<file path="config.mk">
export PLATFORM = sky130hd
export DESIGN_NAME = counter
export DESIGN_NICKNAME = d
export VERILOG_FILES = /design/src/rtl/counter_pkg.sv /design/src/rtl/counter_next.sv /design/src/rtl/counter.sv
export SDC_FILE = /design/constraint.sdc
export NUM_CORES = 1
export LEC_CHECK = 0
export CORE_UTILIZATION = 30
export DETAILED_ROUTE_END_ITERATION = 12
export PLACE_DENSITY = 0.64
export SYNTH_ARGS = -nofsm -noshare
export SYNTH_HDL_FRONTEND = slang
export SYNTH_SLANG_ARGS = --single-unit
</file>
<file path="constraint.sdc">
create_clock -name clk -period 2.83 [get_ports clk]
set_clock_uncertainty 0.2 [all_clocks]
set_input_delay 0.566 -clock clk [delete_from_list [all_inputs] [get_ports clk]]
set_output_delay 0.566 -clock clk [all_outputs]
set_load 0.01 [all_outputs]
</file>
<file path="src/rtl/counter_pkg.sv">
// Shared types and next-count arithmetic for the counter block.
// Used by counter_next (and available to checker models); COUNTER_SAT_EN selects saturation in the RTL.
package counter_pkg;

  typedef enum logic {CNT_DOWN = 1'b0, CNT_UP = 1'b1} cnt_dir_e;

  localparam int CNT_WIDTH_DEF = 8;

  // Modular (or saturating) single step over 0..modulus-1; modulus is up to 2**32.
  function automatic logic [31:0] next_count(input logic [31:0] count,
                                             input cnt_dir_e  dir,
                                             input logic [32:0] modulus,
                                             input logic      sat);
    logic [32:0] top;
    logic [31:0] nxt;
    top = modulus - 33'd1;
    if (dir == CNT_UP) begin
      if ({1'b0, count} == top) nxt = sat ? count : 32'd0;
      else                      nxt = count + 32'd1;
    end else begin
      if (count == 32'd0)       nxt = sat ? 32'd0 : top[31:0];
      else                      nxt = count - 32'd1;
    end
    return nxt;
  endfunction

endpackage

</file>
<file path="src/rtl/counter_next.sv">
// Combinational next count, wrap detect and terminal-count compare.
// With COUNTER_SAT_EN defined the step saturates and wrap is forced low.
module counter_next
  import counter_pkg::*;
#(
  parameter int              WIDTH   = CNT_WIDTH_DEF,
  parameter longint unsigned MODULUS = 64'd1 << WIDTH
) (
  input  logic [WIDTH-1:0] i_count,
  input  logic             i_up_dn,
  output logic [WIDTH-1:0] o_next,
  output logic             o_wrap,
  output logic             o_tc
);

  localparam logic [WIDTH-1:0] MAX = WIDTH'(MODULUS - 64'd1);

`ifdef COUNTER_SAT_EN
  localparam logic SAT = 1'b1;
`else
  localparam logic SAT = 1'b0;
`endif

  logic w_at_max;
  logic w_at_zero;

  assign w_at_max  = (i_count == MAX);
  assign w_at_zero = (i_count == '0);
  // Explicit compares so a non-power-of-two modulus wraps correctly.
  assign o_tc      = i_up_dn ? w_at_max : w_at_zero;
  assign o_next    = WIDTH'(next_count(32'(i_count), cnt_dir_e'(i_up_dn), 33'(MODULUS), SAT));

`ifdef COUNTER_SAT_EN
  assign o_wrap = 1'b0;
`else
  assign o_wrap = o_tc;
`endif

endmodule

</file>
<file path="src/rtl/counter.sv">
// Up/down modulus counter with clear, parallel load, terminal count and wrap pulse.
// Optional macro COUNTER_SAT_EN: saturate instead of wrapping, plus runtime assertions.
module counter
  import counter_pkg::*;
#(
  parameter int              WIDTH   = CNT_WIDTH_DEF,
  parameter longint unsigned MODULUS = 64'd1 << WIDTH,
  parameter longint unsigned RST_VAL = 64'd0
) (
  input  logic             clk,
  input  logic             rst,
  input  logic             en,
  input  logic             up_dn,
  input  logic             clr,
  input  logic             load,
  input  logic [WIDTH-1:0] load_val,
  output logic [WIDTH-1:0] count,
  output logic             tc,
  output logic             wrap
);

  localparam logic [WIDTH-1:0] MAX  = WIDTH'(MODULUS - 64'd1);
  localparam logic [WIDTH-1:0] RVAL = WIDTH'(RST_VAL);

  if (WIDTH < 2 || WIDTH > 32) begin : g_bad_width
    $error("counter: WIDTH must be 2..32");
  end
  if (MODULUS < 64'd2 || MODULUS > (64'd1 << WIDTH)) begin : g_bad_mod
    $error("counter: MODULUS must be 2..2**WIDTH");
  end
  if (RST_VAL >= MODULUS) begin : g_bad_rst
    $error("counter: RST_VAL must be below MODULUS");
  end

  logic [WIDTH-1:0] r_count;
  logic             r_wrap;
  logic [WIDTH-1:0] w_next;
  logic             w_wrap;
  logic             w_tc;
  logic [WIDTH-1:0] w_load;

  counter_next #(.WIDTH(WIDTH), .MODULUS(MODULUS)) u_next (
    .i_count (r_count),
    .i_up_dn (up_dn),
    .o_next  (w_next),
    .o_wrap  (w_wrap),
    .o_tc    (w_tc)
  );

  // Out-of-range load values clamp to the top of the range.
  assign w_load = (64'(load_val) >= MODULUS) ? MAX : load_val;

  // Priority rst > clr > load > en; the ternary lets an unknown en propagate X.
  always_ff @(posedge clk) begin
    if (rst) begin
      r_count <= RVAL;
      r_wrap  <= 1'b0;
    end else if (clr) begin
      r_count <= RVAL;
      r_wrap  <= 1'b0;
    end else if (load) begin
      r_count <= w_load;
      r_wrap  <= 1'b0;
    end else begin
      r_count <= en ? w_next : r_count;
      r_wrap  <= en & w_wrap;
    end
  end

  assign count = r_count;
  assign wrap  = r_wrap;
  assign tc    = w_tc;

`ifdef COUNTER_SAT_EN
  a_count_range: assert property (@(posedge clk) disable iff (rst) 64'(count) < MODULUS);
  a_ctrl_known:  assert property (@(posedge clk) !rst |-> !$isunknown({en, clr, load}));
`endif

endmodule

</file>
==> impl_results.md, run 1 <==
* Crit path cell chain: inv_1 -> ha_1 -> or3b_2 -> o31ai_2 -> dlygate4sd2_1
* Clock power frac at 0.267
* Initial antenna violation count at 0
* Final worst setup slack at 0.1374 ns
* Worst EP arrival at 1.93 ns
* Status: complete, no violations
* Asr flop ratio synth at 0
* Post-synthesis cell type count at 40
* Register bit total from synthesis at 9
* Sw Share at 0.3345
* ANT nets after route at 0
* Maximum VDD drop at 208.0 uV
* Drt first pass iters at 4
* Gate power share at 0.390
* CTS max path bufs at 2
* Delay of the slowest cell on the worst path at 0.48 ns
* Pre-CTS setup slack at -0.02632 ns
* Minimum clock period at 2.693 ns
* DR DRC count at 0
* Seq/Total Area, Yosys at 0.2124
* Setup CP Type: reg2out
* Post-Syn Area at 848.3 um^2
* Synth area leader: dfxtp_1
* # Post-CTS Setup Buffers at 0
* Antenna cell count at 0
* Unrepaired setup endpoints after global routing: no
* Layout cells sized above 1 at 0.1467
* CP endpoint kind: primary output
* FP Rows at 18
* Root Buffer: clkbuf_4
* Final Max Slew Viols at 0
* Worst slew margin at 0.6951
* CP max-delay cell: or3b_2
* Post-Synthesis Net Count at 135
* Hold Crit Start: count[0]$_SDFFE_PP0P_
* Crit path launch type: flop
* Remaining Overflow, GRT at 0
* Largest net degree at the start of global routing at 17
* Dominant synthesized flop cell: dfxtp_1
* Placeable core area at 2567 um^2
* Final setup fails at 0
* CTS tree: done
* Min-Delay Path Class: reg2reg
* Post-synth EDFFs at 0
* Util after Layout at 0.4737
* # clock sinks at 9
* RR Startpoint: count[0]$_SDFFE_PP0P_
* Final WL at 2797 um
* Initial core utilization at 0.3304
* Dpl hpwl at 2077 um
* Die H at 55.18 um
* Die area at 3044 um^2
* Internal Power at 263.3 uW
* CP startpoint: count[0]$_SDFFE_PP0P_
* Cts bufs inserted at 3
* Part of the power in registers at 0.343
* Vias in the first global route at 921
* Port Buffer Count at 23
* Ys Warns at 0
* GRT Resource Usage Total at 0.2086
* Latest clock arrival within the worst-skew pair at 0.27 ns
* Fin. Hold Viols at 0
* PwrDens at 325.3 nW/um^2
* CP Max Fanout at 3
* Via/cell ratio at 6.044
* Leakage at 0.4648 nW
* Synth top area cells: dfxtp_1, o21ai_0, ha_1
* DR iter-0 viols at 72
* Area grow syn2layout at 43.36%
* Least-Margin Pin Slew at 0.4556 ns
* Mapped Cells at 118
* # fillers at 268
* GP Congestion at 0.8787
* Ports at 24
* Syn Area/Cell at 7.189 um^2
* Max_cap viols at 0
* DR WL/cell at 15.54 um
* Critical path required time at 2.06 ns
* CTS H-tree lvls at 1
* Switch Pwr at 132.3 uW
* Power Total at 395.6 uW
* Global-route wire length before repair at 4436 um
* Yosys top cell area share at 0.2124
* Max Fclk at 371.4 MHz
* Layout net count at 168
* Clock slew at reported path FFs at 0.06 ns
* Final period util at 0.9515
* Via count at 1088
* Die width at 55.18 um
[synth_stat cells (4+ instances only)]
| master | instances |
|---|---|
| nor2_1 | 8 |
| clkbuf_1 | 6 |
| nand2_1 | 8 |
| a21oi_1 | 7 |
| o31ai_1 | 4 |
| dfxtp_1 | 9 |
| inv_1 | 8 |
| o21ai_0 | 9 |
| buf_2 | 4 |
| nand3_1 | 6 |
[layer usage]
| metal | vias to the layer above | track usage | wire length (um) |
|---|---|---|---|
| li1 | 514 | - | - |
| met1 | 500 | 0.2853 | 1257 |
| met2 | 72 | 0.3193 | 1250 |
| met3 | 2 | 0.05191 | 278 |
| met4 | 0 | 0.06250 | 11 |
| met5 | - | 0 | 0 |
[cells in the final DEF (no fill, tap or decap), drive strengths merged, types with 2 or more instances in the layout]
master	count
a221oi	2
nand3	6
clkdlybuf4s50	22
nor3b	2
o21ai	9
ha	3
nand4	3
a31oi	2
and3	3
and4	3
xnor2	2
dfxtp	9
nor2	8
nand2b	2
buf	15
nand4b	2
inv	8
nand2	8
clkbuf	4
o32ai	3
a211oi	2
a21oi	7
o31ai	4
nor3	3
[worst max-delay path: cells and delay by family, from the launching register on]
family,cells,cell delay (ns)
flops,1,0.31
compound gates,1,0.27
simple gates,1,0.48
buf+inv,2,0.40
fa+ha+maj,1,0.20
[metrics by stage]
stage               cells  cell area (um^2)   TNS (ns)  hold WS, ns
floorplan             118             848.3          0       0.4553
global placement      176              1186  -0.004760       0.3175
detailed placement    176              1186   -0.02632       0.3321
CTS                   180              1216          0       0.3448
global route          180              1216          0       0.3693
finish                180              1216          0       0.3463
[sequential cells by signal, summed over array words and instances, names as in the netlist]
register,cells
count,8
wrap,1
[final timing paths]
path,to,cells after the start,slack (ns)
min,count[0]$_SDFFE_PP0P_,2,0.35
max,tc,5,0.14
min reg2reg,count[0]$_SDFFE_PP0P_,2,0.35
max reg2reg,count[6]$_SDFFE_PP0P_,7,0.74
[layout make-up]
cell class | instances | area [um^2] | share of cell area
Timing Repair Buffer | 38 | 341.6 | 0.2809
Multi-Input combinational cell | 91 | 600.6 | 0.4938
Inverter | 8 | 30.03 | 0.02469
Tap cell | 30 | 37.54 | 0.03086
Clock buffer | 4 | 26.28 | 0.02160
Sequential cell | 9 | 180.2 | 0.1481
[cells by family (layout without fill, tap and decap cells)]
logic type	after synthesis	after routing	synth area share
xor gates and xnor gates	3	3	0.03098
buffers and inverters	18	50	0.08555
DFF	9	9	0.2124
and+or+nand+nor	46	46	0.3009
muxes	2	2	0.02507
AOI/OAI and AO/OA	37	37	0.3009
adders and majority gates	3	3	0.04425
[power groups by stage]
stage / clock (mW) / sequential [mW] / combinational [mW]
final: 0.106 / 0.136 / 0.154
after global routing: 0.118 / 0.136 / 0.167
after CTS: 0.111 / 0.136 / 0.152
after detailed placement: 0 / 0.139 / 0.151
after global placement: 0 / 0.138 / 0.150
after floorplan: 0 / 0.144 / 0.0789
[repair_timing]
item | 4_1_cts | 5_1_grt
setup endpoints to repair | 1 | 0
endpoints found under the hold margin | 0 | 0
gates resized for setup | 2 | 0
hold buffers | 0 | 0
Note: power is estimated with default switching activity, not from simulation.
==> inputs of run 2 (changes only) <==
- ABC_CLOCK_PERIOD_IN_PS: unset -> 2320
- CORE_UTILIZATION: 30 -> 42
- PLACE_DENSITY: 0.64 -> 0.85
- clock period: 2.83 -> 2.32 ns (I/O delays scaled with it)
==> run 2 against run 1 <==
Die area fell by 28%; sequential share of layout area fell by 0.64 points; non-clock buffer count rose by 7; sequential power rose by 23%; via count rose by 4.9%; combinational power rose by 38%; critical path type unchanged; clock-buffer cell count did not move; worst hold slack improved by 0.12 ns; first-iteration DRC count rose by 40%; register-to-register slack got worse by 0.62 ns; worst setup slack got worse by 0.10 ns; cell count rose by 1.1%.
==> impl_results.md, run 2 (synthesized netlist as in run 1, its figures left out) <==
* PwrDens at 401.2 nW/um^2 (+23%)
* Initial antenna violation count at 0 (unchanged)
* Final Max Slew Viols at 0 (unchanged)
* Antenna cell count at 0 (unchanged)
* Ports at 24 (unchanged)
* Die area at 2203 um^2 (-28%)
* GRT Resource Usage Total at 0.3115 (+0.1029)
* Largest net degree at the start of global routing at 17 (unchanged)
* Area grow syn2layout at 51.92%
* Cts hold-fix bufs at 0 (unchanged)
* WHS at 0.4650 ns (+0.1187 ns)
* Layout net count at 175 (+4.2%)
* Minimum clock period at 2.285 ns
* Root Buffer: clkbuf_4
* Placed cell count at 176 (unchanged)
* Worst EP arrival at 1.62 ns (-0.31 ns)
* Cts bufs inserted at 3 (unchanged)
* Least-Margin Pin Slew at 0.4434 ns (-0.01225 ns)
* Final setup fails at 0 (unchanged)
* Fin. Hold Viols at 0 (unchanged)
* Drt first pass iters at 4 (unchanged)
* GP Congestion at 0.9201 (+4.7%)
* Final period util at 0.9850
* Clock slew at reported path FFs at 0.07 ns (about the same)
* Setup CP Type: reg2out
* Remaining Overflow, GRT at 0 (unchanged)
* Max_cap viols at 0 (unchanged)
* Crit path launch type: flop
* Max FFs per register at 8 (unchanged)
* CTS tree: done
* Util after Layout at 0.7153 (+0.2416)
* Latest clock arrival within the worst-skew pair at 0.28 ns (about the same)
* Maximum VDD drop at 353.9 uV (+70%)
* Die H at 46.94 um (-15%)
* Via/cell ratio at 6.269 (+3.7%)
* Port Buffer Count at 23 (unchanged)
* FP Rows at 15 (-3)
* DR iter-0 viols at 101 (+40%)
* Placeable core area at 1802 um^2 (-30%)
* Initial core utilization at 0.4708 (+0.1404)
* Layout cells sized above 1 at 0.2293 (+0.08263)
* # clock sinks at 9 (unchanged)
* DR WL/cell at 16.55 um (+6.5%)
* DR DRC count at 0 (unchanged)
* CP endpoint kind: primary output
* Critical path required time at 1.66 ns (-0.40 ns)
* ANT nets after route at 0 (unchanged)
* Final worst setup slack at 0.03472 ns (-0.1026 ns)
* Most frequent cells in the layout: clkdlybuf4s50_1, buf_4, o21ai_0
* Vias in the first global route at 914 (-0.76%)
* Max Fclk at 437.6 MHz
* CTS max path bufs at 2 (unchanged)
* Min-Delay Path Class: reg2reg
* Post-Layout Cell Count at 182 (+1.1%)
* Pre-CTS setup slack at -0.2911 ns (-0.2648 ns)
* Final WL at 3012 um (+7.7%)
* Dpl hpwl at 2147 um (+3.4%)
* Die width at 46.94 um (-15%)
* Power Total at 517.1 uW (+31%)
* Status: complete, no violations
* Via count at 1141 (+4.9%)
* Leakage at 0.4971 nW (+7.0%)
* Global-route wire length before repair at 4636 um (+4.5%)
* Worst slew margin at 0.7033 (+0.008196)
* CTS H-tree lvls at 1 (unchanged)
* CP Max Fanout at 2 (-1)
## run 2: changes by cell type in the layout (fill, tap and decap cells not counted), moves of 2 or more
cell / previous run / this run
buf_4: 15 / 22
dfxtp_2: 0 / 2
inv_2: 0 / 2
dfxtp_1: 9 / 7
inv_1: 8 / 6
## run 2: worst max-delay path: stages (launching register included)
cell	delay [ns]
dfxtp_2	0.33
inv_2	0.07
ha_4	0.13
or3b_4	0.40
o31ai_4	0.24
buf_2	0.17
## run 2: metal layers
layer  part of all wire  vias up  routed length (um)  track usage
li1                   -      529                   -            -
met1               0.39      512                1170       0.4180
met2               0.47       86                1425       0.4639
met3              0.098       14                 296      0.03846
met4              0.040        0                 119       0.2114
met5                  0        -                   0            0
## run 2: timing repair
item / in CTS / in global routing
endpoints found under the setup margin: 1 / 1
buffers inserted: 1 / 1
pin swaps: 2 / 1
resized for setup: 11 / 2
## run 2: layout make-up
cell class | count | area (um^2)
inverter | 8 | 30.03
multi-input combinational | 91 | 628.1
sequential | 9 | 182.7
timing repair buffer | 45 | 390.4
clock buffer | 4 | 26.28
tap | 25 | 31.28
fill | 144 | 513.0
## run 2: power by group
group | leakage, nW | switching (mW) | internal, mW
Combinational | 0.408 | 0.104 | 0.108
Sequential | 0.0743 | 0.00489 | 0.162
Clock | 0.0150 | 0.0717 | 0.0669
## run 2: final timing paths
path | endpoint | cells after the start | startpoint | slack [ns]
setup / recovery | tc | 5 | count[1]$_SDFFE_PP0P_ | 0.03
hold / removal | count[0]$_SDFFE_PP0P_ | 3 | count[0]$_SDFFE_PP0P_ | 0.47
setup reg to reg | count[0]$_SDFFE_PP0P_ | 8 | count[1]$_SDFFE_PP0P_ | 0.12
hold reg to reg | count[0]$_SDFFE_PP0P_ | 3 | count[0]$_SDFFE_PP0P_ | 0.47
## run 2: through the flow
stage	area, um^2	setup TNS, ns
finish	1289	0
global route	1289	-0.01787
CTS	1276	0
detailed placement	1222	-0.2911
global placement	1222	-0.2373
floorplan	853.3	0
